==> src/rtl/fetch_stage_pkg.sv <==
// Shared types and constants for the instruction-fetch stage.
//   fetch_data_t   : record handed to decode {raw_instr, pc, is_bubble}
//   fetch_state_t  : fetch FSM states
//   PCINIT_DEFAULT : reset PC
//   BUBBLE         : empty fetch_data_t (raw_instr=0, pc=0, is_bubble=1)
package fetch_stage_pkg;

   localparam logic [63:0] PCINIT_DEFAULT = 64'h8000_0000;

   typedef struct packed {
      logic [31:0] raw_instr;
      logic [63:0] pc;
      logic        is_bubble;
   } fetch_data_t;

   typedef enum logic [1:0] {
      S_REQ,    // request outstanding at pc
      S_HOLD,   // word captured while decode stalls; bus idle
      S_DRAIN   // stale request outstanding; its response is dropped
   } fetch_state_t;

   localparam fetch_data_t BUBBLE = '{raw_instr: 32'h0, pc: 64'h0, is_bubble: 1'b1};

endpackage

==> src/rtl/fetch_stage.sv <==
// Instruction-fetch stage directly upstream of decode.
// Owns the PC, drives the instruction bus with a valid/data_ok handshake and
// registers each fetched word into dataF, inserting bubbles while waiting.
// Ports:
//   clk, reset                      clock, synchronous active-high reset
//   ireq_valid, ireq_addr           instruction request (addr == pc)
//   iresp_data_ok, iresp_data       instruction response
//   stall                           decode cannot accept; hold dataF
//   redirect_valid, redirect_pc     taken control transfer from decode
//   dataF                           registered fetch record for decode
module fetch_stage
   import fetch_stage_pkg::*;
#(
   parameter logic [63:0] PCINIT = PCINIT_DEFAULT
) (
   input  logic        clk,
   input  logic        reset,
   output logic        ireq_valid,
   output logic [63:0] ireq_addr,
   input  logic        iresp_data_ok,
   input  logic [31:0] iresp_data,
   input  logic        stall,
   input  logic        redirect_valid,
   input  logic [63:0] redirect_pc,
   output fetch_data_t dataF
);

   fetch_state_t state, state_n;
   logic [63:0]  pc, pc_n;
   logic [63:0]  pending, pending_n;
   logic [31:0]  buf_instr, buf_instr_n;
   logic [63:0]  buf_pc, buf_pc_n;
   fetch_data_t  data_n;
   logic [63:0]  drain_target;

   always_comb begin
      // NOTE: every signal gets a hold-value default first so no path leaves
      // it unassigned; otherwise synthesis infers a latch.
      state_n      = state;
      pc_n         = pc;
      pending_n    = pending;
      buf_instr_n  = buf_instr;
      buf_pc_n     = buf_pc;
      data_n       = dataF;
      drain_target = redirect_valid ? redirect_pc : pending;

      // The bus sees the request in S_REQ and S_DRAIN; in S_DRAIN pc still
      // holds the stale address so valid/addr stay stable until data_ok.
      ireq_valid = !reset && (state != S_HOLD);
      ireq_addr  = pc;

      unique case (state)
         S_REQ: begin
            if (redirect_valid) begin
               data_n = BUBBLE;
               if (iresp_data_ok) begin
                  pc_n = redirect_pc;         // returning word is dropped
               end else begin
                  pending_n = redirect_pc;    // wait out the stale response
                  state_n   = S_DRAIN;
               end
            end else if (iresp_data_ok) begin
               pc_n = pc + 64'd4;             // wraps modulo 2^64
               if (stall) begin
                  buf_instr_n = iresp_data;
                  buf_pc_n    = pc;
                  state_n     = S_HOLD;
               end else begin
                  data_n = '{raw_instr: iresp_data, pc: pc, is_bubble: 1'b0};
               end
            end else if (!stall) begin
               data_n = BUBBLE;
            end
         end

         S_HOLD: begin
            if (redirect_valid) begin
               pc_n    = redirect_pc;
               data_n  = BUBBLE;
               state_n = S_REQ;
            end else if (!stall) begin
               data_n  = '{raw_instr: buf_instr, pc: buf_pc, is_bubble: 1'b0};
               state_n = S_REQ;
            end
         end

         S_DRAIN: begin
            // A redirect arriving here replaces the pending target (latest wins).
            if (iresp_data_ok) begin
               pc_n    = drain_target;
               state_n = S_REQ;
            end else begin
               pending_n = drain_target;
            end
            if (redirect_valid || !stall) data_n = BUBBLE;
         end

         default: state_n = S_REQ;
      endcase
   end

   always_ff @(posedge clk) begin
      // NOTE: sequential state uses non-blocking assignments so every register
      // samples the pre-edge values, independent of statement order.
      if (reset) begin
         state     <= S_REQ;
         pc        <= PCINIT;
         pending   <= '0;
         // NOTE: the one-entry skid buffer is reset too, so a word captured
         // before reset can never resurface.
         buf_instr <= '0;
         buf_pc    <= '0;
         dataF     <= BUBBLE;
      end else begin
         state     <= state_n;
         pc        <= pc_n;
         pending   <= pending_n;
         buf_instr <= buf_instr_n;
         buf_pc    <= buf_pc_n;
         dataF     <= data_n;
      end
   end

endmodule

==> config.mk <==
export PLATFORM = sky130hd
export DESIGN_NAME = fetch_stage
export DESIGN_NICKNAME = d
export VERILOG_FILES = /design/src/rtl/fetch_stage_pkg.sv /design/src/rtl/fetch_stage.sv
export SDC_FILE = /design/constraint.sdc
export NUM_CORES = 1
export LEC_CHECK = 0
export ABC_CLOCK_PERIOD_IN_PS = 2850
export CAP_MARGIN = 20
export CELL_PAD_IN_SITES_DETAIL_PLACEMENT = 2
export CELL_PAD_IN_SITES_GLOBAL_PLACEMENT = 2
export CORE_ASPECT_RATIO = 0.5
export CORE_UTILIZATION = 31
export DETAILED_ROUTE_END_ITERATION = 8
export GPL_TIMING_DRIVEN = 0
export PLACE_DENSITY = 0.85
export SLEW_MARGIN = 10
export SYNTH_ARGS = -nofsm -noshare
export SYNTH_HDL_FRONTEND = slang
export SYNTH_SLANG_ARGS = --single-unit
export TNS_END_PERCENT = 20
==> constraint.sdc <==
create_clock -name clk -period 2.85 [get_ports clk]
set_input_delay 0.57 -clock clk [delete_from_list [all_inputs] [get_ports clk]]
set_output_delay 0.57 -clock clk [all_outputs]
set_load 0.02 [all_outputs]
==> results.cfg, run 1 <==
[synth]
synth_fp_nets = 2136
ys_types = 79
async_reset_ff_share_pct = 0
synth_ff_type = dfxtp_1
synth_edf_count = 0
syn_area_mm2 = 0.0157
netlist_instances = 2030
ys_seq_area_share_pct = 41.3
syn_avg_cell_area_um2 = 7.72
ys_warn_count = 0
synth_seq_cells = 323

[cells_and_area]
nNetsFinal = 2434
stdcell_area_mm2 = 0.0207
area_delta_synth_final_pct = 32.0
layout_commonest_cell = nand2_1
drive_above_1_share_pct = 10.0
nFillCells = 5513
final_cell_mix = 418 x nand2_1, 319 x dfxtp_1, 264 x a21oi_1
final_core_util_pct = 42.0
finalNonFillerCells = 3004

[detailed_routing]
dr.pass1.iters = 5
first_iter_violations = 1623
routedWlPerCell_um = 27.4
ant_nets = 0
drt-total-wl_um = 82200
via_per_inst = 5.97
drcViolationCount = 0
vias = 17933

[clock_network]
clockBufferDepth = 3
cts_root_buf = clkbuf_16
cts.sinks = 323
cts_tree = done
numCtsBuffers = 35
cts_hold_buf = 0
ctsHtreeMaxLevel = 2
worstSkewPairLatency_ns = 0.55
cts.reportedPaths.clkPinSlew_ns = 0.07

[sta]
fin_ws_ns = -0.0563
max_slew_margin_pct = 26.4
period_needed_ns = 2.91
tightest_slew_ns = 1.10
finClkSkew_ns = 0.0257
clock.fmax_ghz = 0.344
setup_viol = 18
hold_viol = 0
post-route-period-util_pct = 102
slew_violations = 0

[worst_setup_path]
slowest_delay_ns = 0.36
path_delay_family = buffers and inverters
worstPathCellList = inv_1, ha_1, buf_4, buf_6, clkbuf_4, nor2_1, clkbuf_2
worstPathArrival_ns = 2.34
critPathSlowestCell = dfxtp_2
critPathKind = reg -> out
r2r_setup_slack_ns = -0.05
critPathCaptureType = primary output
reg2reg_depth = 10
timing.rr.end = ireq_addr[57]$_SDFFE_PP0P_
critPathLaunchType = register
r2r-start = state[0]$_SDFFE_PP0P_
crit_fanout = 10
cp.required_ns = 2.28
critPathBufInv = 5

[die]
io_pins = 263
die_y_um = 161
die_x_um = 320
initial_core_util_pct = 31.8
fp.dieArea_mm2 = 0.0515
rows = 57
core_area_mm2 = 0.0492

[placement]
globalplace.congestion = 0.917
dpl_cell_area_mm2 = 0.0191
numPortBuffers = 260
hpwlAfterDp_um = 59700
dpl.cell_count = 2940

[pwr]
p_leak_nw = 7.01
power.density_mw_per_mm2 = 669
irDropWorstVdd_v = 0.000336

[global_routing]
antenna_found_initial = 4
grt_pass1_vias = 18636
track_usage_pct = 30.5
grt-ovfl-total = 0
grt_pass1_wl_um = 120000
grt_start_max_net_pins = 15

[job]
max-cap-violations = 0

[hold_path]
whs_path_depth = 2
hold_class = reg -> reg
hp-start = pending[41]$_SDFFE_PP0P_
holdPathEnd = pending[41]$_SDFFE_PP0P_

[status]
violations = negative setup slack
outcome = finished, violations left
[sequential cells by signal, indices dropped and copies added (netlist names)]
signal and cells:
dataF 97, buf_pc 64, ireq_addr 64, pending 64, buf_instr 32, state 2
[worst min-delay path, delay by kind of cell, from the launching register on]
kind / cells / cell delay (ns)
compound gates: 1 / 0.05
flops: 1 / 0.31
simple gates: 1 / 0.05
[repair_timing]
item / CTS / global route
buffers inserted: 0 / 3
resized for setup: 74 / 53
endpoints found under the setup margin: 261 / 177
pin swaps: 1 / 1
[final cells by class]
type / instances / area (µm²) / area share [%]
antenna: 2 / 5.00 / 0.0242
buffer: 202 / 925 / 4.47
clock buffer: 47 / 991 / 4.79
clock inverter: 15 / 180 / 0.871
inverter: 14 / 52.6 / 0.254
multi-input combinational: 1488 / 8610 / 41.6
sequential: 323 / 6470 / 31.3
tap: 649 / 812 / 3.93
timing repair buffer: 264 / 2640 / 12.8
[kinds of logic (layout without fill, tap and decap cells)]
family	after synthesis	count (layout)	share of synthesized area (%)
adder cells (fa/ha/maj)	5	5	0.399
multiplexers	41	41	2.78
AO/OA/AOI/OAI	674	674	27.7
AND/OR/NAND/NOR	759	759	21.7
flip-flops	323	323	41.3
XOR/XNOR	9	9	0.503
buffers and inverters	219	542	5.65
other	0	2	0
[synthesized netlist by cell type, types with 12 or more instances]
library cell  count  area (µm²)
mux2i_1          21         210
nor3_1           38         190
clkbuf_1        136         510
buf_2            47         235
nand3_1          33         165
o211ai_1         23         173
o21ai_0          47         235
a21oi_1         269        1350
dfxtp_1         323        6470
a211oi_1        109         818
nand2_1         418        1570
a221oi_1         26         228
nor4_1           12        75.1
nand4_1          17         106
buf_1            20        75.1
nor2_1          150         563
inv_1            14        52.6
a22oi_1         106         796
mux2_2           20         225
[where the power goes]
part	leakage, nW	total [mW]	switching, mW	internal, mW
registers	2.64	5.29	0.435	4.86
clock network	0.572	4.85	2.12	2.73
logic	3.80	3.70	2.41	1.29
[per-stage QoR]
step	total power [mW]	TNS (ns)	hold slack (ns)	setup slack, ns
after CTS	13.7	-0.635	0.460	-0.150
after global placement	8.67	-136.48	0.441	-1.12
after global routing	14.2	-0.256	0.476	-0.0506
final	13.8	-0.350	0.458	-0.0563
after floorplan	7.01	0	0.432	0.549
after detailed placement	8.77	-147.56	0.450	-1.12
[how the worst max path moves through the flow]
stage	startpoint	end	slack [ns]	cells past startpoint
final	state[1]$_SDFFE_PP0P_	ireq_valid	-0.06	7
after global routing	state[0]$_SDFFE_PP0P_	ireq_addr[51]$_SDFFE_PP0P_	-0.05	10
after CTS	state[1]$_SDFFE_PP0P_	ireq_addr[58]$_SDFFE_PP0P_	-0.15	9
after detailed placement	reset	ireq_valid	-1.12	6
after global placement	reset	ireq_valid	-1.12	6
after floorplan	state[0]$_SDFFE_PP0P_	ireq_addr[33]$_SDFFE_PP0P_	0.55	9
[layer usage]
| layer | GRT usage (%) | vias to the layer above | wire length (µm) |
|---|---|---|---|
| met5 | 0 | - | 0 |
| met4 | 9.70 | 0 | 2410 |
| met3 | 7.51 | 156 | 7930 |
| met2 | 48.2 | 796 | 37200 |
| met1 | 40.9 | 9078 | 34700 |
| li1 | - | 7903 | - |
Power figures use the tool's default switching activity.
==> run 2, diff against run 1 <==
Settings changed: ABC_CLOCK_PERIOD_IN_PS 2850 to 3050, SKIP_LAST_GASP set to 1.
Clock period 2.85 ns to 3.05 ns, I/O delays scaled along.
==> run 2 against run 1 <==
  * The run still ends with negative setup slack left
  * Design area down 1.1%
  * Clock power is 6.6% lower
  * Worst setup slack lost 0.090 ns
  * Count of clock-buffer cells in the layout is the same
  * Non-clock buffer count decreased by 1
  * Register-to-register slack worse by 0.097 ns
  * Sequential cell count unchanged
  * Wire length fell by 1.7%
  * Global-route usage about the same
  * Critical path depth is 2 higher
  * Critical endpoint is now ireq_addr[58]$_SDFFE_PP0P_
  * Largest cell class unchanged
==> results.cfg, run 2 (synthesized netlist as in run 1, its figures left out) <==
[clock_network]
worstSkewPairLatency_ns = 0.55
cts_hold_buf = 0
cts_root_buf = clkbuf_16
clockBufferDepth = 3
cts_tree = done
cts.reportedPaths.clkPinSlew_ns = 0.07
ctsHtreeMaxLevel = 2
numCtsBuffers = 35
cts.sinks = 323

[detailed_routing]
dr.pass1.iters = 5
routedWlPerCell_um = 26.9
first_iter_violations = 1748
via_per_inst = 5.93
met1Wirelength_um = 34900
top_layer = met4
wl_met3_um = 7190
drt-total-wl_um = 80800
vias = 17817
drcViolationCount = 0
ant_nets = 0
met2_length_um = 36400

[cells_and_area]
nFillCells = 5535
area_delta_synth_final_pct = 30.5
largest_reg_flops = 97
drive_above_1_share_pct = 8.33
nNetsFinal = 2433
layout_commonest_cell = nand2_1
top_register = dataF
final_cell_mix = 418 x nand2_1, 323 x dfxtp_1, 266 x a21oi_1

[worst_setup_path]
critPathKind = reg -> reg
critPathLaunchType = register
crit_fanout = 10
worstPathArrival_ns = 3.58
critPathCaptureType = register
r2r-start = state[1]$_SDFFE_PP0P_
r2r_setup_slack_ns = -0.15
startpoint = state[1]$_SDFFE_PP0P_
cp.required_ns = 3.44

[sta]
setup_viol = 9
clock.fmax_ghz = 0.313
finClkSkew_ns = 0.0259
holdWs_ns = 0.457
max_slew_margin_pct = 23.3
post-route-period-util_pct = 105
tightest_slew_ns = 1.15
fin_ws_ns = -0.147
hold_viol = 0
slew_violations = 0
period_needed_ns = 3.20
fin_tns_setup_ns = -0.613
rsz0062_at_grt = true

[die]
io_pins = 263
die_x_um = 320
initial_core_util_pct = 31.8
die_y_um = 161
core_area_mm2 = 0.0492
fp.dieArea_mm2 = 0.0515
rows = 57

[placement]
hpwlAfterDp_um = 59700
numPortBuffers = 260
globalplace.congestion = 0.917

[hold_path]
hp-start = pending[41]$_SDFFE_PP0P_
hold_class = reg -> reg

[global_routing]
grt_start_max_net_pins = 15
track_usage_pct = 30.5
grt_pass1_wl_um = 120000
antenna_found_initial = 4
grt-ovfl-total = 0
grt_pass1_vias = 18595

[job]
max-cap-violations = 0

[pwr]
irDropWorstVdd_v = 0.000314
total_power_mw = 12.8
p_leak_nw = 6.92
power.density_mw_per_mm2 = 627

[status]
violations = negative setup slack
outcome = finished, violations left
run 2: worst paths after layout:
path | end | depth (start not counted)
max | ireq_addr[58]$_SDFFE_PP0P_ | 9
min | pending[41]$_SDFFE_PP0P_ | 2
max reg2reg | ireq_addr[58]$_SDFFE_PP0P_ | 9
min reg2reg | pending[41]$_SDFFE_PP0P_ | 2
run 2: per-layer routing:
layer	track usage, %	vias up
met5	0	-
met4	9.53	0
met3	7.22	152
met2	48.1	748
met1	41.2	9005
li1	-	7912
run 2: power by group:
part | internal [mW] | total, mW | switching (mW)
registers | 4.54 | 4.93 | 0.399
logic | 1.17 | 3.37 | 2.20
clock network | 2.56 | 4.53 | 1.98
run 2: layout make-up:
cell class                 instances  area, µm²  area share, %
antenna                            3       7.51         0.0367
buffer                           203        873           4.27
clock buffer                      47        991           4.84
clock inverter                    15        180          0.881
inverter                          14       52.6          0.257
multi-input combinational       1488       8460           41.4
sequential                       323       6470           31.6
tap                              649        812           3.97
timing repair buffer             262       2610           12.8
run 2: critical path, stage by stage (launching register included):
cell and delay (ns):
dfxtp_1 0.42, inv_1 0.09, ha_1 0.39, clkbuf_2 0.30, inv_1 0.22, clkbuf_2 0.29
a221oi_1 0.73, nor3_1 0.24, a21oi_1 0.20, o221ai_1 0.14
run 2: per-stage QoR:
stage / instance area [µm²] / worst slack [ns] / cells / util (%)
after floorplan: 15700 / 0.749 / 2030 / -
after global placement: 19100 / -1.00 / 2939 / 38.8
after detailed placement: 19100 / -1.00 / 2940 / 38.8
after CTS: 20400 / -0.145 / 3002 / 41.4
after global routing: 20400 / -0.165 / 3001 / 41.6
final: 20500 / -0.147 / 3004 / 41.6
run 2: what timing repair did:
| action | in CTS | in global routing |
|---|---|---|
| resized for setup | 32 | 37 |
| cloned | 0 | 0 |
| setup endpoints to repair | 152 | 243 |
| pin swaps | 0 | 0 |
| setup buffers | 0 | 1 |
==> run 3, diff against run 2 <==
Settings changed: CTS_CLUSTER_SIZE set to 30, SKIP_LAST_GASP 1 to not set.
==> run 3 against run 2 <==
  * The run still ends with negative setup slack left
  * Critical path depth fell by 4
  * Clock skew is 0.0021 ns lower
  * Power is essentially flat
==> results.cfg, run 3 (synthesized netlist as in run 1, its figures left out) <==
[status]
outcome = finished, violations left
violations = negative setup slack

[hold_path]
hold_class = reg -> reg
holdPathEnd = pending[41]$_SDFFE_PP0P_
whs_path_depth = 2
hp-start = pending[41]$_SDFFE_PP0P_

[cells_and_area]
final_cell_mix = 418 x nand2_1, 323 x dfxtp_1, 267 x a21oi_1
drive_above_1_share_pct = 8.59
seq_area_mm2 = 0.00647
nNetsFinal = 2432
top_register = dataF
final_core_util_pct = 41.6
nFillCells = 5518
area_delta_synth_final_pct = 30.7
finalNonFillerCells = 3001
largest_reg_flops = 97
layout_commonest_cell = nand2_1
multi_input_area_mm2 = 0.00848

[detailed_routing]
routedWlPerCell_um = 26.9
vias = 17817
dr.pass1.iters = 5
via_per_inst = 5.94
drt-total-wl_um = 80800
drcViolationCount = 0
ant_nets = 0
first_iter_violations = 1627

[sta]
period_needed_ns = 3.19
hold_viol = 0
clock.fmax_ghz = 0.313
setup_viol = 10
rsz0062_at_grt = true
max_slew_margin_pct = 22.3
slew_violations = 0
post-route-period-util_pct = 105
tightest_slew_ns = 1.16
fin_ws_ns = -0.140
finClkSkew_ns = 0.0238

[clock_network]
clockBufferDepth = 3
cts_root_buf = clkbuf_16
worstSkewPairLatency_ns = 0.55
cts_tree = done
cts.sinks = 323
cts.reportedPaths.clkPinSlew_ns = 0.06
numCtsBuffers = 35
post_cts_buffers = 0
ctsHtreeMaxLevel = 2
cts_hold_buf = 0

[placement]
dpl.cell_count = 2940
hpwlAfterDp_um = 59700
numPortBuffers = 260
globalplace.congestion = 0.917

[job]
max-cap-violations = 0

[worst_setup_path]
r2r-start = state[1]$_SDFFE_PP0P_
reg2reg_depth = 10
critPathSlowestCell = buf_1
slowest_delay_ns = 0.93
critPathCaptureType = register
timing.rr.end = ireq_addr[50]$_SDFFE_PP0P_
critPathKind = in -> reg
cp.required_ns = 3.39
critPathLaunchType = input port
worstPathCellList = clkdlybuf4s50_1, clkbuf_2, clkbuf_1, buf_1, o32ai_1
worstPathArrival_ns = 3.53
crit_fanout = 10
r2r_setup_slack_ns = -0.09

[die]
rows = 57
fp.dieArea_mm2 = 0.0515
initial_core_util_pct = 31.8
io_pins = 263
core_area_mm2 = 0.0492
die_x_um = 320
die_y_um = 161

[pwr]
total_power_mw = 12.8
irDropWorstVdd_v = 0.000313
power.density_mw_per_mm2 = 627
p_leak_nw = 6.93

[global_routing]
antenna_found_initial = 6
grt_pass1_wl_um = 120000
grt_start_max_net_pins = 15
grt-ovfl-total = 0
grt_pass1_vias = 18648
track_usage_pct = 30.5
==> run 3: changes by cell type in the layout (fill, tap and decap cells not counted), moves of 2 or more <==
cell	delta
clkbuf_1	-4
diode_2	-2
nor3_2	+2
clkbuf_4	+2
nor3_1	-2
==> run 3: where the power goes <==
group          internal (mW)  switching (mW)
Clock                   2.56            1.97
Combinational           1.17            2.20
Sequential              4.54           0.402
==> run 3: area by class of cell <==
| class | instances | share of cell area, % |
|---|---|---|
| Inverter | 14 | 0.257 |
| Sequential cell | 323 | 31.6 |
| Tap cell | 649 | 3.97 |
| Timing Repair Buffer | 261 | 12.7 |
| Antenna cell | 1 | 0.0122 |
| Multi-Input combinational cell | 1488 | 41.4 |
| Clock buffer | 47 | 4.84 |
| Clock inverter | 15 | 0.880 |
| Buffer | 203 | 4.35 |
==> run 3: repair_timing <==
action / 4_1_cts / 5_1_grt
setup endpoints to repair: 152 / 232
pin swaps: 0 / 0
endpoints found under the hold margin: 0 / 0
gates resized for setup: 42 / 39
==> run 3: through the flow <==
step                instance area [µm²]  setup TNS, ns  setup slack [ns]  hold WS (ns)
detailed placement                19100         -94.97             -1.00         0.450
global placement                  19100         -88.05             -1.00         0.441
CTS                               20400        -0.0139           -0.0139         0.460
floorplan                         15700              0             0.749         0.432
finish                            20500         -0.490            -0.140         0.458
global route                      20500         -0.498           -0.0823         0.476
==> run 3: per-layer routing <==
metal | global-route usage [%] | wire (µm)
met1 | 40.9 | 34700
met2 | 48.2 | 36400
met3 | 7.62 | 7330
met4 | 10.0 | 2340
met5 | 0 | 0
==> run 3: worst max-delay path by stage <==
stage | from | end | slack, ns | cells after the start
after floorplan | state[0]$_SDFFE_PP0P_ | ireq_addr[33]$_SDFFE_PP0P_ | 0.75 | 9
final | reset | ireq_addr[49]$_SDFFE_PP0P_ | -0.14 | 5
after detailed placement | reset | ireq_valid | -1.00 | 6
after global routing | state[0]$_SDFFE_PP0P_ | ireq_addr[0]$_SDFFE_PP0P_ | -0.08 | 10
after CTS | state[1]$_SDFFE_PP0P_ | dataF[89]$_SDFFE_PP0P_ | -0.01 | 9
after global placement | reset | ireq_valid | -1.00 | 6
==> run 3: critical path, delay by kind of cell <==
| family | cells | cell delay [ns] |
|---|---|---|
| compound gates | 1 | 0.25 |
| buf+inv | 4 | 2.64 |
